### src/rtl/uart_fifo_bridge.sv
// Host-side bridge to the uart core: a TX FIFO feeding the core's transmit
// handshake and an RX FIFO capturing received bytes, plus overflow/error status.
module uart_fifo_bridge #(
    parameter int unsigned DEPTH_LOG2 = 4
) (
    input  logic                  clk,
    input  logic                  rst_n,
    input  logic                  tx_wr_valid,
    input  logic [7:0]            tx_wr_data,
    output logic                  tx_wr_ready,
    output logic                  rx_rd_valid,
    output logic [7:0]            rx_rd_data,
    input  logic                  rx_rd_ready,
    output logic                  uart_transmit,
    output logic [7:0]            uart_tx_byte,
    input  logic                  uart_is_transmitting,
    input  logic                  uart_received,
    input  logic [7:0]            uart_rx_byte,
    input  logic                  uart_recv_error,
    input  logic                  clr_status,
    output logic [DEPTH_LOG2:0]   tx_level,
    output logic [DEPTH_LOG2:0]   rx_level,
    output logic                  rx_overflow,
    output logic [7:0]            rx_err_count
);

    localparam int unsigned DEPTH = 1 << DEPTH_LOG2;
    localparam int unsigned PW    = DEPTH_LOG2 + 1;
    // Pointer XOR pattern that marks a full FIFO: MSBs differ, low bits equal.
    localparam logic [PW-1:0] FULL_XOR = PW'(DEPTH);

    typedef enum logic [1:0] {
        TX_IDLE,
        TX_WAIT_START,
        TX_WAIT_DONE
    } tx_state_t;

    tx_state_t tx_state, tx_state_next;

    logic [7:0]    tx_mem [DEPTH];
    logic [PW-1:0] tx_wr_ptr, tx_rd_ptr, tx_wr_next, tx_rd_next;
    logic          tx_full_c, tx_empty_c, tx_push_c, tx_pop_c, tx_avail;

    logic [7:0]    rx_mem [DEPTH];
    logic [PW-1:0] rx_wr_ptr, rx_rd_ptr, rx_wr_next, rx_rd_next;
    logic          rx_full_c, rx_push_c, rx_pop_c;
    logic [7:0]    rx_head_c;

    assign tx_full_c  = (tx_wr_ptr ^ tx_rd_ptr) == FULL_XOR;
    assign tx_empty_c = tx_wr_ptr == tx_rd_ptr;
    assign tx_push_c  = tx_wr_valid && !tx_full_c;
    assign tx_wr_next = tx_wr_ptr + PW'(tx_push_c);
    assign tx_rd_next = tx_rd_ptr + PW'(tx_pop_c);

    always_ff @(posedge clk) begin
        if (tx_push_c) begin
            tx_mem[tx_wr_ptr[DEPTH_LOG2-1:0]] <= tx_wr_data;
        end
    end

    // tx_avail lags occupancy by a cycle so a fresh byte is seen one cycle late.
    always_ff @(posedge clk or negedge rst_n) begin
        if (!rst_n) begin
            tx_wr_ptr   <= '0;
            tx_rd_ptr   <= '0;
            tx_level    <= '0;
            tx_wr_ready <= 1'b1;
            tx_avail    <= 1'b0;
        end else begin
            tx_wr_ptr   <= tx_wr_next;
            tx_rd_ptr   <= tx_rd_next;
            tx_level    <= tx_wr_next - tx_rd_next;
            tx_wr_ready <= (tx_wr_next ^ tx_rd_next) != FULL_XOR;
            tx_avail    <= !tx_empty_c;
        end
    end

    always_comb begin
        tx_state_next = tx_state;
        tx_pop_c      = 1'b0;
        case (tx_state)
            TX_IDLE: begin
                if (tx_avail && !tx_empty_c && !uart_is_transmitting) begin
                    tx_pop_c      = 1'b1;
                    tx_state_next = TX_WAIT_START;
                end
            end
            TX_WAIT_START: begin
                if (uart_is_transmitting) begin
                    tx_state_next = TX_WAIT_DONE;
                end
            end
            TX_WAIT_DONE: begin
                if (!uart_is_transmitting) begin
                    tx_state_next = TX_IDLE;
                end
            end
            default: tx_state_next = TX_IDLE;
        endcase
    end

    always_ff @(posedge clk or negedge rst_n) begin
        if (!rst_n) begin
            tx_state      <= TX_IDLE;
            uart_transmit <= 1'b0;
            uart_tx_byte  <= 8'h00;
        end else begin
            tx_state      <= tx_state_next;
            uart_transmit <= tx_pop_c;
            if (tx_pop_c) begin
                uart_tx_byte <= tx_mem[tx_rd_ptr[DEPTH_LOG2-1:0]];
            end
        end
    end

    // Fullness is judged before any same-cycle pop, so a full FIFO always drops.
    assign rx_full_c  = (rx_wr_ptr ^ rx_rd_ptr) == FULL_XOR;
    assign rx_push_c  = uart_received && !rx_full_c;
    assign rx_pop_c   = rx_rd_valid && rx_rd_ready;
    assign rx_wr_next = rx_wr_ptr + PW'(rx_push_c);
    assign rx_rd_next = rx_rd_ptr + PW'(rx_pop_c);
    assign rx_head_c  = (rx_push_c && (rx_rd_next == rx_wr_ptr)) ? uart_rx_byte
                                                                 : rx_mem[rx_rd_next[DEPTH_LOG2-1:0]];

    always_ff @(posedge clk) begin
        if (rx_push_c) begin
            rx_mem[rx_wr_ptr[DEPTH_LOG2-1:0]] <= uart_rx_byte;
        end
    end

    always_ff @(posedge clk or negedge rst_n) begin
        if (!rst_n) begin
            rx_wr_ptr   <= '0;
            rx_rd_ptr   <= '0;
            rx_level    <= '0;
            rx_rd_valid <= 1'b0;
            rx_rd_data  <= 8'h00;
        end else begin
            rx_wr_ptr   <= rx_wr_next;
            rx_rd_ptr   <= rx_rd_next;
            rx_level    <= rx_wr_next - rx_rd_next;
            rx_rd_valid <= rx_wr_next != rx_rd_next;
            if (rx_wr_next != rx_rd_next) begin
                rx_rd_data <= rx_head_c;
            end
        end
    end

    // Status: a same-cycle event takes priority over the clear.
    always_ff @(posedge clk or negedge rst_n) begin
        if (!rst_n) begin
            rx_overflow  <= 1'b0;
            rx_err_count <= 8'h00;
        end else begin
            if (uart_received && rx_full_c) begin
                rx_overflow <= 1'b1;
            end else if (clr_status) begin
                rx_overflow <= 1'b0;
            end
            if (clr_status) begin
                rx_err_count <= uart_recv_error ? 8'd1 : 8'd0;
            end else if (uart_recv_error && (rx_err_count != 8'hFF)) begin
                rx_err_count <= rx_err_count + 8'd1;
            end
        end
    end

endmodule

### config.mk
export PLATFORM = sky130hd
export DESIGN_NAME = uart_fifo_bridge
export DESIGN_NICKNAME = d
export VERILOG_FILES = /design/src/rtl/uart_fifo_bridge.sv
export SDC_FILE = /design/constraint.sdc
export NUM_CORES = 1
export LEC_CHECK = 0
export BUFFER_PORTS_ARGS = -buffer_cell sky130_fd_sc_hd__buf_4
export CELL_PAD_IN_SITES_DETAIL_PLACEMENT = 0
export CELL_PAD_IN_SITES_GLOBAL_PLACEMENT = 2
export CORE_ASPECT_RATIO = 0.8
export CORE_MARGIN = 2
export CORE_UTILIZATION = 40
export DETAILED_ROUTE_END_ITERATION = 16
export PLACE_DENSITY = 0.71
export SYNTH_ARGS = -nofsm -noshare
export SYNTH_HDL_FRONTEND = slang
export SYNTH_SLANG_ARGS = --single-unit
### constraint.sdc
create_clock -name clk -period 7 [get_ports clk]
set_input_delay 0 -clock clk [delete_from_list [all_inputs] [get_ports clk]]
set_output_delay 0 -clock clk [all_outputs]
set_load 0.1 [all_outputs]
==> summary.txt <==
Final Max Tran Viols - 0
mux cell area share after synthesis - 15.8%
worst endpoint required time - 7.42 ns
crit end category - flop
Initial Utilization - 40.9%
maximum VDD drop - 0.000265 V
worst skew pair latency - 0.51 ns
Yosys warning count - 0
Yosys top cell by area - edfxtp_1
P per Cell Area - 501 nW/um^2
Post-Place Setup Slack - 3.27 ns
main combinational cell family by area after synthesis - multiplexers
final core utilization - 47.9%
die extent in y - 165 um
First-pass DRT Iterations - 4
Synth Cell Area - 12900 um^2
Worst Skew - 0.0163 ns
vias in the first global route - 6593
GRT Total Usage - 16.0%
DRC - 0
Post-CTS Resized - 0
Final ANT Viol Nets - 0
DR WL/cell - 21.7 um
clk sinks - 317
Synth Instances - 673
FMAX - 265 MHz
post-synth top area share - 59.4%
TNS Setup - 0 ns
commonest non-fill, non-tap cell in the layout - edfxtp_1
Synth Register Bits - 317
DR iter-0 viols - 386
Top FF cell, synth - edfxtp_1
status - complete, no violations
full die area - 33800 um^2
RSZ-0062 raised after global routing - no
kind of critical path - flop to flop
syn avg cell area - 19.2 um^2
CTS tree - done
share of flip-flops with an asynchronous set or reset - 19.2%
IO Count - 62
initial antenna violation count - 0
Compound-Gate Fraction of Synth Area - 1.62%
slew at the pin with the worst max-slew slack - 1.07 ns
TritonCTS Buffers - 35
HPWL Detailed - 17700 um
Critical Path AT - 4.20 ns
clk buf depth - 3
vias post-DR - 6401
H-tree Lvls - 2
CP Launch Type - flop
Post-DP Area - 13800 um^2
crit path cell chain - xnor2_1, nand2_1, o41ai_4, inv_2, ha_1, ha_1, xor2_1, ha_1, nand4_1, or2_2, a31oi_1
slowest CP cell - dfrtp_1
Pleak - 5.34 nW
pin count of the biggest net entering global routing - 62
Setup Viol. Count Final - 0
crit path time final - 3.78 ns
WP buf/inv - 1
final hold violation count - 0
slew margin rel. - 28.8%
Final period util - 54.0%
Post-Synth XOR/XNOR Area - 3.34%
CTS root buffer - clkbuf_16
Worst path max stage delay - 0.60 ns
commonest cells after routing, fill and taps aside - edfxtp_1, buf_4, dfrtp_1
filler cell count - 2664
sequential-to-total area share from yosys stat - 71.2%
Die X - 205 um
Post-synth EDFFs - 256
delay-heaviest family, CP - simple AND/OR/NAND/NOR gates
GP Congestion - 0.781
CTS clk-pin slew, worst paths - 0.06 ns
Total Wirelength - 26400 um
routed vias/inst - 5.26
Post-Synth Adder-Cell Area - 1.93%
most frequent cell on the critical path - ha_1
number of nets in the layout - 814
# rows - 58
ratio of cells with drive above 1 in the final layout - 23.5%
Distinct cells, synth - 49
# port buffers - 61
core area - 31600 um^2
final worst slack - 3.22 ns
grt ovf - 0
overall power - 7.59 mW
synthesis-to-layout area growth - 17.0%
worst reg-to-reg setup slack - 3.22 ns
syn nets - 715
crit-path max FO - 12
Synth Area in Simple Gates - 4.23%
max cap viols - 0
Final Cell Area - 15100 um^2
Hold Path Class - input pin to asynchronous set/reset pin
diode count - 0
Synth area leaders - edfxtp_1, dfrtp_1, mux4_2
first-pass GRT wire length - 40000 um
==> path summary, 6_finish.rpt <==
check | from | endpoint | cells past startpoint
setup / recovery | rx_wr_ptr[2] | rx_rd_data[1] | 11
min in group clk | tx_wr_valid | tx_wr_ptr[0] | 3
hold reg to reg | uart_tx_byte[4] | uart_tx_byte[4] | 1
max in group asynchronous | rst_n | tx_rd_ptr[0] | 2
hold / removal | rst_n | tx_level[1] | 2
setup reg to reg | rx_wr_ptr[2] | rx_rd_data[1] | 11
==> per-stage QoR <==
stage	instances	hold WS (ns)
after detailed placement	1134	0.127
after global routing	1217	0.133
after CTS	1217	0.101
after global placement	1134	0.119
after floorplan	673	-0.296
final	1217	0.121
==> where the power goes <==
part / internal (mW) / total (mW) / leakage, nW / switching [mW]
clock: 1.06 / 1.76 / 0.538 / 0.709
sequential: 2.38 / 2.64 / 3.04 / 0.265
combinational: 1.22 / 3.18 / 1.76 / 1.96
total: 4.65 / 7.59 / 5.34 / 2.93
==> cell type report <==
type | count | area [um^2] | share of cell area [%]
sequential | 317 | 9220 | 60.8
multi-input combinational | 308 | 3490 | 23.0
clock buffer | 44 | 931 | 6.14
timing repair buffer | 92 | 743 | 4.91
tap | 420 | 526 | 3.47
clock inverter | 18 | 178 | 1.17
inverter | 18 | 67.6 | 0.446
==> sequential cells by signal, summed over array words and instances, names as in the netlist <==
name,count
rx_mem,128
tx_mem,128
rx_err_count,8
rx_rd_data,8
uart_tx_byte,8
rx_level,5
rx_rd_ptr,5
rx_wr_ptr,5
tx_level,5
tx_rd_ptr,5
tx_wr_ptr,5
tx_state,2
rx_overflow,1
rx_rd_valid,1
tx_avail,1
tx_wr_ready,1
uart_transmit,1
==> layer usage <==
| layer | wire, um | vias to the layer above | GRT usage (%) |
|---|---|---|---|
| li1 | - | 2890 | - |
| met1 | 13100 | 3319 | 24.4 |
| met2 | 11400 | 154 | 23.6 |
| met3 | 1400 | 38 | 3.00 |
| met4 | 478 | 0 | 4.22 |
| met5 | 0 | - | 0 |
==> worst register-to-register path, cell delays in order, from the launching register on <==
cell	delay [ns]
dfrtp_1	0.60
xnor2_1	0.17
nand2_1	0.12
o41ai_4	0.58
inv_2	0.21
ha_1	0.27
ha_1	0.21
xor2_1	0.17
ha_1	0.38
nand4_1	0.32
or2_2	0.48
a31oi_1	0.19
==> logic make-up after synthesis <==
logic type                 count (synthesis)
AOI/OAI and AO/OA                         32
xor gates and xnor gates                  43
adders and majority gates                 19
buffers and inverters                     48
DFF                                      317
muxes                                    104
and+or+nand+nor                          110
==> synth_stat cells (2+ instances only) <==
library cell  number
buf_1              5
xnor2_2            2
buf_8              2
mux4_1            24
xnor2_1           18
buf_2             15
o21ai_0           11
nand3b_1           5
nand2_1           13
a21oi_1            5
a21o_1             2
nor4_1             2
a31oi_1            8
ha_1              16
fa_1               2
mux2i_1           24
nand2b_1           5
edfxtp_1         256
or3_1              3
nand3_1           21
mux4_2            48
nor3_1            19
dfrtp_1           60
nor2_1            31
nand4_1            5
mux2_2             8
and2_1             2
clkbuf_1           5
xor2_1            20
inv_1             17
==> repair_timing <==
action,CTS,global route
endpoints found under the hold margin,335,0
hold buffers,21,0
buffers inserted,0,0
No activity file was read; power rests on OpenSTA's default activity.
